===== src/rtl/pe_pool.sv =====
// pe_pool: multi-channel pooling engine (MAX or SUM over a window of beats).
// Each window yields one result vector on a valid/ready output.
// The input stream is back-pressured while that result is pending.
// Optional build macro PE_POOL_RELU_EN clamps negative output channels to 0.
module pe_pool #(
  parameter int DATA_WIDTH = 8,
  parameter int CHANNELS   = 32,
  parameter int WIN_MAX    = 16,
  localparam int CNT_W     = $clog2(WIN_MAX + 1),
  localparam int ACC_W_RAW = DATA_WIDTH + $clog2(WIN_MAX),
  localparam int ACC_W     = (ACC_W_RAW > DATA_WIDTH) ? ACC_W_RAW : DATA_WIDTH + 1
) (
  input  logic                           i_clk,
  input  logic                           i_rst_n,
  input  logic                           i_start,
  input  logic                           i_clear,
  input  logic                           i_cfg_mode,
  input  logic [CNT_W-1:0]               i_cfg_len,
  input  logic [CHANNELS*DATA_WIDTH-1:0] i_data,
  input  logic                           i_vld,
  output logic                           o_in_rdy,
  output logic [CHANNELS*ACC_W-1:0]      o_result,
  output logic                           o_vld,
  input  logic                           i_rdy,
  output logic                           o_busy
);

  typedef enum logic [1:0] {
    ST_IDLE = 2'd0,
    ST_ACC  = 2'd1,
    ST_OUT  = 2'd2
  } state_t;

  // Most negative DATA_WIDTH value, sign-extended to ACC_W: the MAX identity.
  localparam logic signed [ACC_W-1:0] MAX_ID =
    {{(ACC_W - DATA_WIDTH + 1){1'b1}}, {(DATA_WIDTH - 1){1'b0}}};

  state_t                  state_q, state_d;
  logic                    mode_q, mode_d;
  logic [CNT_W-1:0]        len_q, len_d;
  logic [CNT_W-1:0]        cnt_q, cnt_d;
  logic signed [ACC_W-1:0] acc_q [CHANNELS];
  logic signed [ACC_W-1:0] acc_d [CHANNELS];
  logic [CHANNELS*ACC_W-1:0] result_q, result_d;
  logic                    vld_q, vld_d;

  logic signed [ACC_W-1:0] data_ext [CHANNELS];
  logic signed [ACC_W-1:0] f_val    [CHANNELS];
  logic signed [ACC_W-1:0] out_val  [CHANNELS];
  logic                    last_beat;
  logic [CNT_W-1:0]        len_norm;

  function automatic logic signed [ACC_W-1:0] identity(input logic mode);
    return mode ? '0 : MAX_ID;
  endfunction

  // Per-channel sign extension, combine function f() and optional output ReLU.
  always_comb begin
    for (int k = 0; k < CHANNELS; k++) begin
      data_ext[k] = {{(ACC_W - DATA_WIDTH){i_data[k*DATA_WIDTH + DATA_WIDTH - 1]}},
                     i_data[k*DATA_WIDTH +: DATA_WIDTH]};
      if (mode_q) begin
        f_val[k] = acc_q[k] + data_ext[k];
      end else begin
        f_val[k] = (data_ext[k] > acc_q[k]) ? data_ext[k] : acc_q[k];
      end
`ifdef PE_POOL_RELU_EN
      out_val[k] = f_val[k][ACC_W-1] ? '0 : f_val[k];
`else
      out_val[k] = f_val[k];
`endif
    end
  end

  // Window length normalisation: 0 means 1, anything above WIN_MAX saturates.
  always_comb begin
    len_norm = i_cfg_len;
    if (i_cfg_len == '0) begin
      len_norm = CNT_W'(1);
    end else if (i_cfg_len > CNT_W'(WIN_MAX)) begin
      len_norm = CNT_W'(WIN_MAX);
    end
  end

  assign last_beat = (cnt_q == (len_q - CNT_W'(1)));

  // Next-state logic: clear dominates, then IDLE/ACC/OUT sequencing.
  always_comb begin
    state_d  = state_q;
    mode_d   = mode_q;
    len_d    = len_q;
    cnt_d    = cnt_q;
    acc_d    = acc_q;
    result_d = result_q;
    vld_d    = vld_q;

    if (i_clear) begin
      state_d = ST_IDLE;
      vld_d   = 1'b0;
      cnt_d   = '0;
      for (int k = 0; k < CHANNELS; k++) acc_d[k] = identity(mode_q);
    end else begin
      case (state_q)
        ST_IDLE: begin
          if (i_start) begin
            state_d = ST_ACC;
            mode_d  = i_cfg_mode;
            len_d   = len_norm;
            cnt_d   = '0;
            for (int k = 0; k < CHANNELS; k++) acc_d[k] = identity(i_cfg_mode);
          end
        end
        ST_ACC: begin
          if (i_vld) begin
            if (last_beat) begin
              for (int k = 0; k < CHANNELS; k++) begin
                result_d[k*ACC_W +: ACC_W] = out_val[k];
              end
              vld_d   = 1'b1;
              state_d = ST_OUT;
            end else begin
              acc_d = f_val;
              cnt_d = cnt_q + CNT_W'(1);
            end
          end
        end
        ST_OUT: begin
          if (vld_q && i_rdy) begin
            vld_d   = 1'b0;
            cnt_d   = '0;
            state_d = ST_ACC;
            for (int k = 0; k < CHANNELS; k++) acc_d[k] = identity(mode_q);
          end
        end
        default: begin
          state_d = ST_IDLE;
        end
      endcase
    end
  end

  // State and datapath registers with asynchronous active-low reset.
  always_ff @(posedge i_clk or negedge i_rst_n) begin
    if (!i_rst_n) begin
      state_q  <= ST_IDLE;
      mode_q   <= 1'b0;
      len_q    <= CNT_W'(1);
      cnt_q    <= '0;
      result_q <= '0;
      vld_q    <= 1'b0;
      for (int k = 0; k < CHANNELS; k++) acc_q[k] <= MAX_ID;
    end else begin
      state_q  <= state_d;
      mode_q   <= mode_d;
      len_q    <= len_d;
      cnt_q    <= cnt_d;
      result_q <= result_d;
      vld_q    <= vld_d;
      acc_q    <= acc_d;
    end
  end

  assign o_in_rdy = (state_q == ST_ACC);
  assign o_busy   = (state_q != ST_IDLE);
  assign o_vld    = vld_q;
  assign o_result = result_q;

endmodule


===== config.mk =====
export PLATFORM = sky130hd
export DESIGN_NAME = pe_pool
export DESIGN_NICKNAME = d
export VERILOG_FILES = /design/src/rtl/pe_pool.sv
export SDC_FILE = /design/constraint.sdc
export NUM_CORES = 2
export LEC_CHECK = 0
export CORE_UTILIZATION = 45
export CTS_CLUSTER_SIZE = 40
export DETAILED_ROUTE_END_ITERATION = 12
export PLACE_DENSITY = 0.66
export SLEW_MARGIN = 20
export SYNTH_ARGS = -nofsm -noshare
export SYNTH_HDL_FRONTEND = slang
export SYNTH_SLANG_ARGS = --single-unit

===== constraint.sdc =====
create_clock -name i_clk -period 4.2 [get_ports i_clk]
set_input_delay 0.63 -clock i_clk [delete_from_list [all_inputs] [get_ports i_clk]]
set_output_delay 0.63 -clock i_clk [all_outputs]
set_load 0.005 [all_outputs]

# Yosys cells after proc, flatten, opt, wreduce, memory -nomap -nowiden
# Cells that the tools add are included.
[word_totals]
register_bits = 782
latch_bits = 0
mem_bits_rw = 0
rom_bits = 0
input_bits = 268
out_inout_bits = 387
word_cells = 216
memories = 0
[classes]
add_sub_neg = 34
n_mul = 0
div = 0
n_lt_le_gt_ge = 33
eq_ne = 8
shifts = 0
mux = 91
bitwise_logic = 1
n_reduce_logical = 11
[op_table]
columns = ["op", "n"]
rows = [
  ["384-bit 2-to-1 mux", 5],
  ["384-bit case mux with 3 select lines", 1],
  ["12-bit 2-to-1 mux", 66],
  ["12-bit by 8-bit adder with 12-bit output", 32],
  ["8-bit by 12-bit greater-than comparator with 1-bit output", 32],
  ["5-bit 2-to-1 mux", 7],
  ["5-bit case mux with 3 select lines", 1],
  ["3-bit != test, second input constant", 4],
  ["4-bit AND reduction", 3],
  ["2-bit 2-to-1 mux", 5],
  ["2-bit case mux with 3 select lines", 1],
  ["5-bit by 1-bit adder with 5-bit output, second input constant", 1],
  ["5-bit == test", 1],
  ["5-bit greater-than comparator, second input constant", 1],
  ["5-bit zero test", 1],
  ["5-bit AND reduction", 1],
  ["5-bit by 1-bit subtractor with 5-bit output, second input constant", 1],
  ["1-bit 2-to-1 mux", 4],
  ["4-bit nonzero test", 1],
  ["3-bit by 2-bit != test with 1-bit output, second input constant", 1],
  ["3-bit AND reduction", 1],
  ["3-bit nonzero test", 1],
  ["2-bit by 1-bit == test with 1-bit output, second input constant", 1],
  ["2-bit == test, second input constant", 1],
  ["other kinds (5)", 5],
]

# Depth between registers and ports, before layout
[logic_depth]
ltp_word = 7
mapped_depth = 14
ltp_nobuf = 11

# Worst setup path after synthesis
# No wires, ideal clock.
[synth_path]
kind = "input to register"
start = "input i_data[157]"
end = "register result_q[231] (netlist: o_result[231])"
setup_ns = 0.133
arrival_time_ns = 2.783
required_ns = 4.067
slack_ns = 1.283
stages = 11
path_buffers = 2
path_cell_list = "ha_1 -> buf_2 -> a21o_1 -> a21oi_1 -> o21ai_0 -> or4_1 -> o21ai_2 -> buf_6 -> mux2_2 -> o21ai_0 -> o21ai_0"
[synth_via]
elab_chain_len = 3
[synth_lines]
columns = ["item", "line", "text"]
rows = [
  ["start, declared", "19", "input logic [CHANNELS*DATA_WIDTH-1:0] i_data,"],
  ["8-bit by 12-bit greater-than comparator with 1-bit output", "65", "f_val[k] = (data_ext[k] > acc_q[k]) ? data_ext[k] : acc_q[k];"],
  ["12-bit 2-to-1 mux", "65", ""],
  ["12-bit 2-to-1 mux", "62", "if (mode_q) begin"],
  ["end signal, assigned", "157", "result_q <= result_d;"],
  ["end, declared", "44", "logic [CHANNELS*ACC_W-1:0] result_q, result_d;"],
]
# Every way passes these cells.
# A chain may end at the register's enable or synchronous reset.

# Worst setup path in the final report
[layout_path]
start = "register len_q[0]"
end = "register acc_q[322] in the netlist's numbering"
[layout_via]
elab_chain_len = 4
[layout_lines]
columns = ["item", "line", "text"]
rows = [
  ["start, declared", "40", "logic [CNT_W-1:0] len_q, len_d;"],
  ["start signal, assigned", "155", "len_q <= len_d;"],
  ["5-bit by 1-bit subtractor with 5-bit output", "85", "assign last_beat = (cnt_q == (len_q - CNT_W'(1)));"],
  ["5-bit == test", "85", ""],
  ["3-bit != test (no source line)", "n/a", ""],
  ["5-bit AND reduction (no source line)", "n/a", ""],
  ["end signal, assigned", "159", "acc_q <= acc_d;"],
  ["end, declared", "42", "logic signed [ACC_W-1:0] acc_q [CHANNELS];"],
]
# Every way passes these cells.

==> metrics.cfg <==
[clock_network]
clockBufferDepth = 3
cts-resized-gates = 0
path_clk_slew_ps = 60
clockRootBuffer = clkbuf_16
cts_inserted_buffers = 96
htreeDepth = 3
cts_tree = built
clock_latency_ps = 720
cts_setup_buffers = 0
cts_sinks = 782

[critical_path]
regToRegStartpoint = len_q[0]
r2r_slack_ps = 530
rr_worst_depth = 10
cp_cell_sequence = inv_1 > ha_1 > nand2b_1 > o211a_1 > o31ai_2 > a311oi_4 > buf_12 > o21ai_0 > nand2_1 > o21ai_0
cp_slowest_cell = o21ai_0
worstPathRequired_ps = 4830
crit_arrival_ps = 4300
cp_top_family = compound AO/OA/AOI/OAI gates
critPathKind = reg2reg
crit_buf_inv = 2
cp_common_cell = o21ai_0
slowest_delay_ps = 900
worstSetupEndpointType = register
r2r-end = acc_q[322]
cp-start-kind = register
crit_fanout = 99

[power_and_ir_drop]
p_leak_uw = 0.0335
peakVddDrop_mv = 0.479
power_density_nw_per_um2 = 647

[floorplanning]
dieArea_um2 = 139000
core-area_um2 = 136000
ios = 655
start_util_pct = 45.5
std_cell_rows = 135
die_h_um = 373
die_w_um = 373

[timing]
finalSetupViolCount = 0
worstMarginPinSlew_ps = 1150
rsz0062_at_grt = no
drv_slew = 0
clock.fmax_ghz = 0.273
fin_skew_ps = 31.3
fin_crit_ps = 3670
maxSlewHeadroom_pct = 23.1
setup_tns_ps = 0
final_hold_viol_count = 0
period_share_pct = 87.3
setup_slack_ps = 533

[cells_and_area]
drive_above_1_share_pct = 10.8
regArea_um2 = 19800
final_cells = 9349
multi_input_area_um2 = 38500
num-fill-cells = 12300
area_delta_synth_final_pct = 19.8
layout.nets = 8513
final_cell_mix = 740 x ha_1, 663 x nand2_1, 653 x clkdlybuf4s50_1
layout_commonest_cell = ha_1

[global_routing]
antenna_found_initial = 34
grt_pass1_wl_um = 316000
grt_overflow_total = 0
grt_pass1_vias = 53300
grt_max_degree = 170
gr-usage-all-layers_pct = 28.7

[worst_hold_path]
worstHoldStart = o_result[92]
hold_path_class = reg2reg
min_to = o_result[92]
holdPathStages = 2

[drt]
met2_length_um = 93000
first_iter_violations = 3773
num_vias = 53700
via_per_inst = 5.75
post_drt_wl_per_cell_um = 21.7
drt_pass1_iterations = 6
drt-met1-wl_um = 90800
top_layer_used = met5
met3WireLength_um = 12100
antenna_left = 0
drc = 0
wirelength_um = 203000

[placement]
gp_congestion = 0.921
io_buffers = 654
place_ws_ps = 133
placed_cells = 9154
dp_hpwl_um = 144000

[synthesis]
syn_inst = 6919
synthFlopType = dfrtp_1
synth.distinct_cells = 97
synth_nets = 7960
syn-cell-area_um2 = 61900
yosysTopAreaCellShare_pct = 25.1
async_flop_share_pct = 100
ys_seq_elements = 782
yosysTopAreaCell = dfrtp_1
synth_enable_flop_cells = 0
synth_area_leaders = dfrtp_1 25%, ha_1 15%, dfstp_2 6.8%, mux2_2 4.7%, o21ai_0 4.5%
postSynthAreaPerCell_um2 = 8.94
ys_seq_area_share_pct = 32.0
yosysWarnings = 0

[job]
maxCapViolCount = 0

[status]
status = finished, final reports clean

## synthesized netlist by cell type, types with 24 or more instances
| master | count |
|---|---|
| nand2_1 | 666 |
| or3_1 | 42 |
| dfstp_2 | 161 |
| buf_4 | 25 |
| xor2_1 | 71 |
| o211ai_1 | 79 |
| nor2b_1 | 154 |
| o21ai_0 | 562 |
| and3_1 | 34 |
| nand4_1 | 76 |
| a211oi_1 | 45 |
| nor3_1 | 91 |
| o31ai_1 | 41 |
| nand3_1 | 102 |
| clkbuf_1 | 170 |
| o41ai_1 | 38 |
| a22o_1 | 101 |
| o21a_1 | 24 |
| xnor2_1 | 208 |
| a21oi_1 | 377 |
| o22ai_1 | 135 |
| mux2_2 | 258 |
| nor2_1 | 424 |
| fa_1 | 32 |
| nand2b_1 | 85 |
| mux2i_1 | 224 |
| buf_2 | 109 |
| a221oi_1 | 87 |
| a221o_1 | 39 |
| a21o_1 | 51 |
| o21bai_1 | 68 |
| inv_1 | 593 |
| o221ai_1 | 32 |
| dfrtp_1 | 621 |
| ha_1 | 741 |
## registers in the layout (all words and copies together), names as in the netlist
signal / cells
o_result: 384
o_vld: 1
mode_q: 1
len_q: 5
cnt_q: 5
state_q: 2
acc_q: 384
## per-layer routing
metal | track usage (%) | up-vias
met4 | 10.3 | 26
li1 | - | 25700
met1 | 38.5 | 26300
met2 | 46.3 | 1379
met3 | 5.12 | 338
met5 | 0 | -
## power breakdown
group / total (uW) / leakage, uW / switching, uW / internal (uW)
clock: 9150 / 0.00167 / 3630 / 5520
sequential: 12000 / 0.0103 / 1900 / 10100
combinational: 26800 / 0.0216 / 15400 / 11500
total: 48000 / 0.0335 / 20900 / 27100
## how the worst max path moves through the flow
stage / from / endpoint / slack (ps) / depth (start not counted)
floorplan: i_data[157] / o_result[231] / 1280 / 11
global placement: i_data[239] / o_result[356] / 120 / 9
detailed placement: i_data[239] / o_result[356] / 130 / 9
CTS: len_q[0] / acc_q[322] / 590 / 10
global route: len_q[0] / acc_q[322] / 390 / 10
finish: len_q[0] / acc_q[322] / 530 / 10
## metrics by stage
stage	power (uW)	utilization [%]	hold slack, ps	area, um^2
2_1_floorplan	30200	-	334	61900
3_3_place_gp	38200	52.0	457	70700
3_5_place_dp	38600	52.0	455	70700
4_1_cts	48000	54.5	471	74100
5_1_grt	51400	54.5	503	74100
6_report	48000	54.5	467	74100
## cells by family (layout without fill, tap and decap cells)
| logic type | Yosys count | count (layout) | synth area share (%) |
|---|---|---|---|
| xor+xnor | 279 | 279 | 3.95 |
| compound gates | 1896 | 1896 | 20.2 |
| flops | 782 | 782 | 32.0 |
| buf+inv | 929 | 1565 | 6.09 |
| simple gates | 1772 | 1772 | 13.4 |
| other cells | 0 | 13 | 0 |
| fa+ha+maj | 773 | 773 | 16.0 |
| mux | 488 | 488 | 8.45 |
## cell type report
type | count | area share (%)
antenna | 13 | 0.0439
tap | 1781 | 3.01
clock buffer | 139 | 3.86
inverter | 593 | 3.01
multi-input combinational | 5208 | 51.9
sequential | 782 | 26.7
clock inverter | 42 | 0.768
timing repair buffer | 791 | 10.8
## tightest hold or removal path: stages (launching register included)
cell and delay [ps]:
dfrtp_1 340, nand2_1 50, nand2_1 50
## repair_timing
action	CTS	global route
setup endpoints to repair	0	0
hold buffers	1	0
endpoints found under the hold margin	19	0
No activity file was read; power rests on OpenSTA's default activity.
